<file path="src/rtl/rr_mux_arb_if.sv">
// rr_mux_arb_if: channel-side and consumer-side handshake bundle for rr_mux_arb.
interface rr_mux_arb_if #(
    parameter int W  = 5,
    parameter int N  = 4,
    parameter int SW = 2
);
    logic [N-1:0]   in_valid;
    logic [N*W-1:0] in_data;
    logic [N-1:0]   in_ready;
    logic           mode;
    logic           lock;
    logic           out_valid;
    logic [W-1:0]   out_data;
    logic [SW-1:0]  out_sel;
    logic           out_ready;
    modport master (output in_valid, in_data, mode, lock, out_ready,
                    input  in_ready, out_valid, out_data, out_sel);
    modport slave  (input  in_valid, in_data, mode, lock, out_ready,
                    output in_ready, out_valid, out_data, out_sel);
endinterface

</file>
<file path="src/rtl/rr_mux_arb.sv">
// rr_mux_arb: N-channel arbitrated mux (round-robin or fixed priority, optional owner lock)
// feeding a one-entry registered output with valid/ready on both sides.
module rr_mux_arb #(
    parameter int W  = 5,
    parameter int N  = 4,
    parameter int SW = 2
) (
    input  logic        clk,
    input  logic        rst_n,
    rr_mux_arb_if.slave bus
);
    logic [SW-1:0] ptr_q, ptr_d, owner_q, owner_d, out_sel_q, out_sel_d, win;
    logic          owner_vld_q, owner_vld_d, out_valid_q, out_valid_d;
    logic          found, load, xfer;
    logic [W-1:0]  out_data_q, out_data_d;
    logic [N-1:0]  grant;
    int            c;

    // A locked owner that still requests overrides both arbitration modes.
    always_comb begin
        win   = '0;
        found = 1'b0;
        c     = 0;
        if (bus.lock && owner_vld_q && bus.in_valid[owner_q]) begin
            win   = owner_q;
            found = 1'b1;
        end else begin
            for (int i = 0; i < N; i++) begin
                c = bus.mode ? i : int'(ptr_q) + i;
                if (c >= N) c = c - N;
                if (!found && bus.in_valid[SW'(c)]) begin
                    win   = SW'(c);
                    found = 1'b1;
                end
            end
        end
    end

    assign load          = ~out_valid_q | bus.out_ready;
    assign grant         = found ? N'(1) << win : '0;
    assign xfer          = found & load;
    assign bus.in_ready  = grant & {N{load}};
    assign bus.out_valid = out_valid_q;
    assign bus.out_data  = out_data_q;
    assign bus.out_sel   = out_sel_q;

    always_comb begin
        ptr_d       = (xfer && !bus.mode) ? ((win == SW'(N - 1)) ? '0 : win + 1'b1) : ptr_q;
        owner_d     = xfer ? win : owner_q;
        owner_vld_d = xfer | (bus.lock & owner_vld_q);
        out_valid_d = xfer | (out_valid_q & ~bus.out_ready);
        out_data_d  = xfer ? bus.in_data[int'(win) * W +: W] : out_data_q;
        out_sel_d   = xfer ? win : out_sel_q;
    end

    always_ff @(posedge clk or negedge rst_n) begin
        if (!rst_n) begin
            ptr_q       <= '0;
            owner_q     <= '0;
            owner_vld_q <= 1'b0;
            out_valid_q <= 1'b0;
            out_data_q  <= '0;
            out_sel_q   <= '0;
        end else begin
            ptr_q       <= ptr_d;
            owner_q     <= owner_d;
            owner_vld_q <= owner_vld_d;
            out_valid_q <= out_valid_d;
            out_data_q  <= out_data_d;
            out_sel_q   <= out_sel_d;
        end
    end
endmodule

</file>
<file path="src/flat_wrapper.sv">
// flat-port wrapper written by rule: the top's interface ports become plain ports
module rr_mux_arb_flat 
#(
    parameter int W  = 5,
    parameter int N  = 4,
    parameter int SW = 2
)
  (clk, rst_n, bus_in_valid, bus_in_data, bus_mode, bus_lock, bus_out_ready, bus_in_ready, bus_out_valid, bus_out_data, bus_out_sel);
  rr_mux_arb_if #(.W(W), .N(N), .SW(SW)) bus_i ();
  input  logic clk;
  input  logic rst_n;
  input wire logic [$bits(bus_i.in_valid)-1:0] bus_in_valid;
  input wire logic [$bits(bus_i.in_data)-1:0] bus_in_data;
  input wire logic [$bits(bus_i.mode)-1:0] bus_mode;
  input wire logic [$bits(bus_i.lock)-1:0] bus_lock;
  input wire logic [$bits(bus_i.out_ready)-1:0] bus_out_ready;
  output wire logic [$bits(bus_i.in_ready)-1:0] bus_in_ready;
  output wire logic [$bits(bus_i.out_valid)-1:0] bus_out_valid;
  output wire logic [$bits(bus_i.out_data)-1:0] bus_out_data;
  output wire logic [$bits(bus_i.out_sel)-1:0] bus_out_sel;
  assign bus_i.in_valid = bus_in_valid;
  assign bus_i.in_data = bus_in_data;
  assign bus_i.mode = bus_mode;
  assign bus_i.lock = bus_lock;
  assign bus_i.out_ready = bus_out_ready;
  assign bus_in_ready = bus_i.in_ready;
  assign bus_out_valid = bus_i.out_valid;
  assign bus_out_data = bus_i.out_data;
  assign bus_out_sel = bus_i.out_sel;
  rr_mux_arb #(.W(W), .N(N), .SW(SW)) u_core (.clk(clk), .rst_n(rst_n), .bus(bus_i));
endmodule
</file>
<file path="config.mk">
export PLATFORM = sky130hd
export DESIGN_NAME = rr_mux_arb_flat
export DESIGN_NICKNAME = d
export VERILOG_FILES = /design/src/rtl/rr_mux_arb_if.sv /design/src/rtl/rr_mux_arb.sv /design/src/flat_wrapper.sv
export SDC_FILE = /design/constraint.sdc
export NUM_CORES = 1
export LEC_CHECK = 0
export BUFFER_PORTS_ARGS = -buffer_cell sky130_fd_sc_hd__buf_2
export CORE_MARGIN = 2
export CORE_UTILIZATION = 35
export CTS_CLUSTER_DIAMETER = 100
export DETAILED_ROUTE_END_ITERATION = 7
export SLEW_MARGIN = 30
export SYNTH_ARGS = -nofsm -noshare
export SYNTH_HDL_FRONTEND = slang
export SYNTH_SLANG_ARGS = --single-unit
</file>
<file path="constraint.sdc">
create_clock -name clk -period 5.5 [get_ports clk]
set_input_delay 1.1 -clock clk [delete_from_list [all_inputs] [get_ports clk]]
set_output_delay 1.1 -clock clk [all_outputs]
set_load 0.005 [all_outputs]
</file>
* Yosys cells after proc, flatten, opt, wreduce, memory -nomap -nowiden *
Index checks and enable logic that the tools add are counted.

storage, ports and cells
  flip-flop bits (word level) = 11
  word-level logic and storage cells = 86
  input bits = 29
  output and inout port bits = 12

operators by class
  equality and inequality tests = 1
  magnitude comparators = 9
  multiply operators = 1
  shift-type cells = 2
  mux-type cells = 41
  add/sub/neg operators = 8
  reduce and logical (&&, ||, !) cells = 10
  bitwise logic cells = 9

operators with widths
  kind                 number
  $ge 32x4->1 const B  4
  $shiftx 20x32->5     1
  $mux 2               15
  $mux 1               17
  $lt 2x4->1 const B   4
  $bmux 1 s2           5
  $mux 3               3
  $sub 2x1->2 const B  4
  $add 2x2->3 const B  2
  $logic_and 1x1->1    6
  $mul 2x3->5 const B  1
  $and 4x4->4          1
  $logic_not 1->1      4
  $mux 4               1
  $shl 1x2->4 const A  1
  $add 2x1->3 const B  1
  $and 1x1->1          3
  $lt 2x3->1 const B   1
  $or 1x1->1           3
  $add 2x1->2 const B  1
  $eq 2x2->1 const B   1
  $not 1->1            2

* Logic depth before layout (Yosys ltp) *
  depth after elaboration = 24
  depth in mapped cells = 11
  mapped depth without buffers = 8

* Least setup slack after synthesis *
OpenSTA, ideal clock, no wires.

  kind = input port to output port
  start point = input bus_mode
  end point = output bus_in_ready[2]
  setup slack = 1.423 ns
  cell stages on the path = 10
  buffers on the path = 3
  arrival time = 2.977 ns
  cells stage by stage = buf_6 -> o21bai_4 -> a221o_1 -> and4_1 -> a211o_1 -> and2_1 -> buf_6 -> buf_6 -> ha_1 -> and2_1

on the way
  cells in the longest elaborated chain, start to end = 24

RTL lines
  element                                     line                text
  start: declaration                          flat_wrapper.sv:14  input wire logic [$bits(bus_i.mode)-1:0] bus_mode;
  $mux 2                                      rr_mux_arb.sv:29    c = bus.mode ? i : int'(ptr_q) + i;
  $ge 32x4->1 or $sub 2x1->2 (tied branches)  rr_mux_arb.sv:30    if (c >= N) c = c - N;
  $mux 2                                      rr_mux_arb.sv:30
  $mux 2                                      rr_mux_arb.sv:24    if (bus.lock && owner_vld_q && bus.in_valid[owner_q]) begin
  $bmux 1 s2                                  rr_mux_arb.sv:31    if (!found && bus.in_valid[SW'(c)]) begin
  $mux 1 (implied by the code) (2 in series)  rr_mux_arb.sv:31
  $mux 1                                      rr_mux_arb.sv:31
  $mux 1                                      rr_mux_arb.sv:24
  (+7 left out)                               --
  $mux 1                                      rr_mux_arb.sv:24
  $logic_not 1->1                             rr_mux_arb.sv:31
  $logic_and 1x1->1                           rr_mux_arb.sv:31
  $mux 2                                      rr_mux_arb.sv:31
  $mux 2                                      rr_mux_arb.sv:24
  $shl 1x2->4                                 rr_mux_arb.sv:40    assign grant = found ? N'(1) << win : '0;
  $mux 4 (*)                                  rr_mux_arb.sv:40
  $and 4x4->4 (*)                             rr_mux_arb.sv:42    assign bus.in_ready = grant & {N{load}};
  end: declaration                            flat_wrapper.sv:17  output wire logic [$bits(bus_i.in_ready)-1:0] bus_in_ready;

Every way passes the cells marked *; elsewhere a longest branch is shown, timed or not. The select of a mux whose other input is x is not followed.

* Worst setup path in the final report *
  start point = input bus_mode
  end point = output bus_in_ready[1]

The elaborated chain is that of the path after synthesis.

==> results.py <==
metrics = {
    "yosys": {
        "seq_area_frac_synth": 0.262,
        "synth_top_area_share": 0.262,
        "yosysMostFrequentCell": "nor2_1",
        "synth_common_cells": "nor2_1, dfrtp_1, nand2_1",
        "syn-instance-count": 118,
        "synth_mux_area_frac": 0.118,
        "yosys.area_share.simple": 0.242,
        "synthArstFlopShare": 1.00,
        "yosysTopAreaCell": "dfrtp_1",
        "yosysUniqueCellTypes": 42,
        "synthAdderAreaFrac": 0.0238,
        "synth_edf_count": 0,
        "synth_xor_area_frac": 0,
        "ys_ff_latch": 11,
        "syn_avg_cell_area_sq_um": 8.90,
        "synth_top_family_by_area": "compound AO/OA/AOI/OAI gates",
        "synth_flop_cell": "dfrtp_1",
        "syn_nets": 149,
        "yosys-top-cells-area": "dfrtp_1, mux2i_1, a211oi_2",
        "yosys_warnings": 0,
        "syn-cell-area_sq_um": 1050,
        "synth_compound_area_frac": 0.296,
    },
    "final_layout": {
        "utilization": 0.456,
        "antenna_cells": 0,
        "layout.nets": 190,
        "layout-drive-gt1-share": 0.367,
        "area_growth_pct": 21.9,
        "nFillCells": 280,
    },
    "pwr": {
        "p_comb_frac": 0.607,
        "irDropWorstVdd_v": 0.000314,
        "power_density_nw_per_um2": 428,
        "seq_power_share": 0.289,
        "p_leak_nw": 0.596,
        "sw_frac_of_total": 0.450,
        "p_switching_mw": 0.246,
        "intPower_mw": 0.301,
        "clockPowerShare": 0.104,
    },
    "clock_tree": {
        "post_cts.repair.setup_buffers": 0,
        "cts_buffers": 3,
        "clkTransAtPathRegs_ns": 0.07,
        "h-tree-depth": 1,
        "clock-root-buffer": "clkbuf_4",
        "cts_hold_repair.buffers": 0,
        "cts.sinks": 11,
        "cts_buffer_depth": 2,
        "cts_tree": "done",
        "clk_latency_ns": 0.27,
        "cts-resized-gates": 0,
    },
    "place": {
        "numPortBuffers": 40,
        "routabilityCongestion": 0.938,
        "dp_hpwl_microns": 2200,
    },
    "setup_path": {
        "critPathCaptureType": "output pin",
        "arrival_ns": 3.09,
        "critPathRequiredTime_ns": 4.40,
        "reg2reg_from": "u_core.ptr_q[1]",
        "r2r_cells": 8,
        "setup.worst_path.start": "bus_mode",
        "critPathKind": "in -> out",
        "startpoint_type": "primary input",
        "crit_fanout": 10,
    },
    "status": {
        "violations": "design-rule violations",
        "status": "finished, violations left",
    },
    "floorplan": {
        "core_region_area_sq_um": 2810,
        "die_x_microns": 58.8,
        "ios": 41,
        "rows": 19,
        "dieArea_sq_um": 3450,
        "die_h_microns": 58.8,
        "initial_core_util": 0.374,
    },
    "sta": {
        "setup_violations": 0,
        "max_freq_ghz": 0.239,
        "post-route-min-period_ns": 4.19,
        "finalHoldViolCount": 0,
        "rsz0062_at_grt": "false",
        "max_slew_margin": 0.509,
        "tightest_slew_ns": 0.732,
        "finClkSkew_ns": 0.00399,
        "post-route-period-util": 0.762,
        "fin_tns_setup_ns": 0,
        "slew_violations": 0,
    },
    "global_routing": {
        "grt_pass1_vias": 1070,
        "grt_usage": 0.171,
        "grt_pass1_wl_microns": 4660,
        "antenna_found_initial": 0,
        "grt_max_degree": 14,
        "grt-ovfl-total": 0,
    },
    "detailed_routing": {
        "routed_wl_microns": 2790,
        "vias_per_cell": 5.65,
        "drc_errors": 1,
        "ant_nets": 0,
        "first_pass_iters": 6,
        "vias": 1067,
        "wl_per_cell_microns": 14.8,
        "initialDrtViolationCount": 68,
    },
    "min_path": {
        "hold_class": "reg -> reg",
        "hp-start": "u_core.owner_vld_q",
        "worstHoldPathCells": 2,
    },
    "job": {
        "drv_cap": 0,
    },
}
routing by layer:
| layer | global-route usage | routed length, microns | share of wire | vias to the layer above |
|---|---|---|---|---|
| met5 | 0 | 0 | 0 | - |
| met4 | 0.0455 | 21 | 0.0075 | 0 |
| met3 | 0.0154 | 124 | 0.044 | 3 |
| met2 | 0.286 | 1370 | 0.49 | 35 |
| met1 | 0.237 | 1270 | 0.46 | 507 |
| li1 | - | - | - | 522 |
registers in the layout, indices dropped and copies added, names as in the netlist:
register and count:
u_core.ptr_q 2, u_core.owner_vld_q 1, u_core.bus.out_valid 1, u_core.bus.out_data 5
u_core.owner_q 2
area by class of cell:
type	count	area [sq um]	share of cell area
clock buffer	4	26.3	0.0205
sequential	11	275	0.215
inverter	3	11.3	0.00880
multi-input combinational	98	713	0.557
tap	31	38.8	0.0303
timing repair buffer	42	215	0.168
cells in the final DEF, fill, tap and decap left out, types with 3 or more instances in the layout:
cell,Yosys,final
a211oi_1,7,7
a211oi_2,5,5
a21boi_0,5,5
a21oi_1,5,5
and2_1,5,5
buf_2,1,40
clkbuf_4,0,3
dfrtp_1,11,11
mux2_2,3,3
mux2i_1,9,9
nand2_1,10,10
nor2_1,12,12
nor4b_1,4,4
o21ai_0,3,3
cell families (layout without fill, tap and decap cells):
group	after synthesis	in the layout
buffers and inverters	9	49
AO/OA/AOI/OAI	37	37
multiplexers	12	12
adder cells (fa/ha/maj)	2	2
flip-flops	11	11
AND/OR/NAND/NOR	47	47
worst paths after layout:
kind / end / slack (ns)
worst max-delay path: bus_in_ready[1] / 1.31
worst min-delay path: u_core.owner_vld_q / 0.51
worst max register to register: u_core.bus.out_data[1] / 2.92
worst min register to register: u_core.owner_vld_q / 0.51
max in group asynchronous: u_core.owner_q[0] / 4.60
min in group asynchronous: u_core.bus.out_data[4] / 0.69
critical path: stages:
cell and delay [ns]:
buf_2 0.18, and2b_1 0.26, a21oi_1 0.27, nand2_1 0.18, a31o_2 0.28, o31ai_2 0.60
nor2_1 0.07, buf_2 0.15
metrics by stage:
stage	total power, mW	std cells	setup slack [ns]	area, sq um	hold slack [ns]
floorplan	0.410	118	1.42	1050	0.458
global placement	0.489	185	1.36	1250	0.482
detailed placement	0.493	185	1.33	1250	0.491
CTS	0.552	189	1.32	1280	0.508
global route	0.604	189	1.10	1280	0.544
finish	0.547	189	1.31	1280	0.506
power by group through the flow:
stage | clock [mW] | combinational (mW) | sequential, mW
detailed placement | 0 | 0.333 | 0.159
global route | 0.0634 | 0.375 | 0.166
floorplan | 0 | 0.272 | 0.138
global placement | 0 | 0.332 | 0.158
finish | 0.0570 | 0.332 | 0.158
CTS | 0.0589 | 0.335 | 0.158
Note: power is estimated with default switching activity, not from simulation.
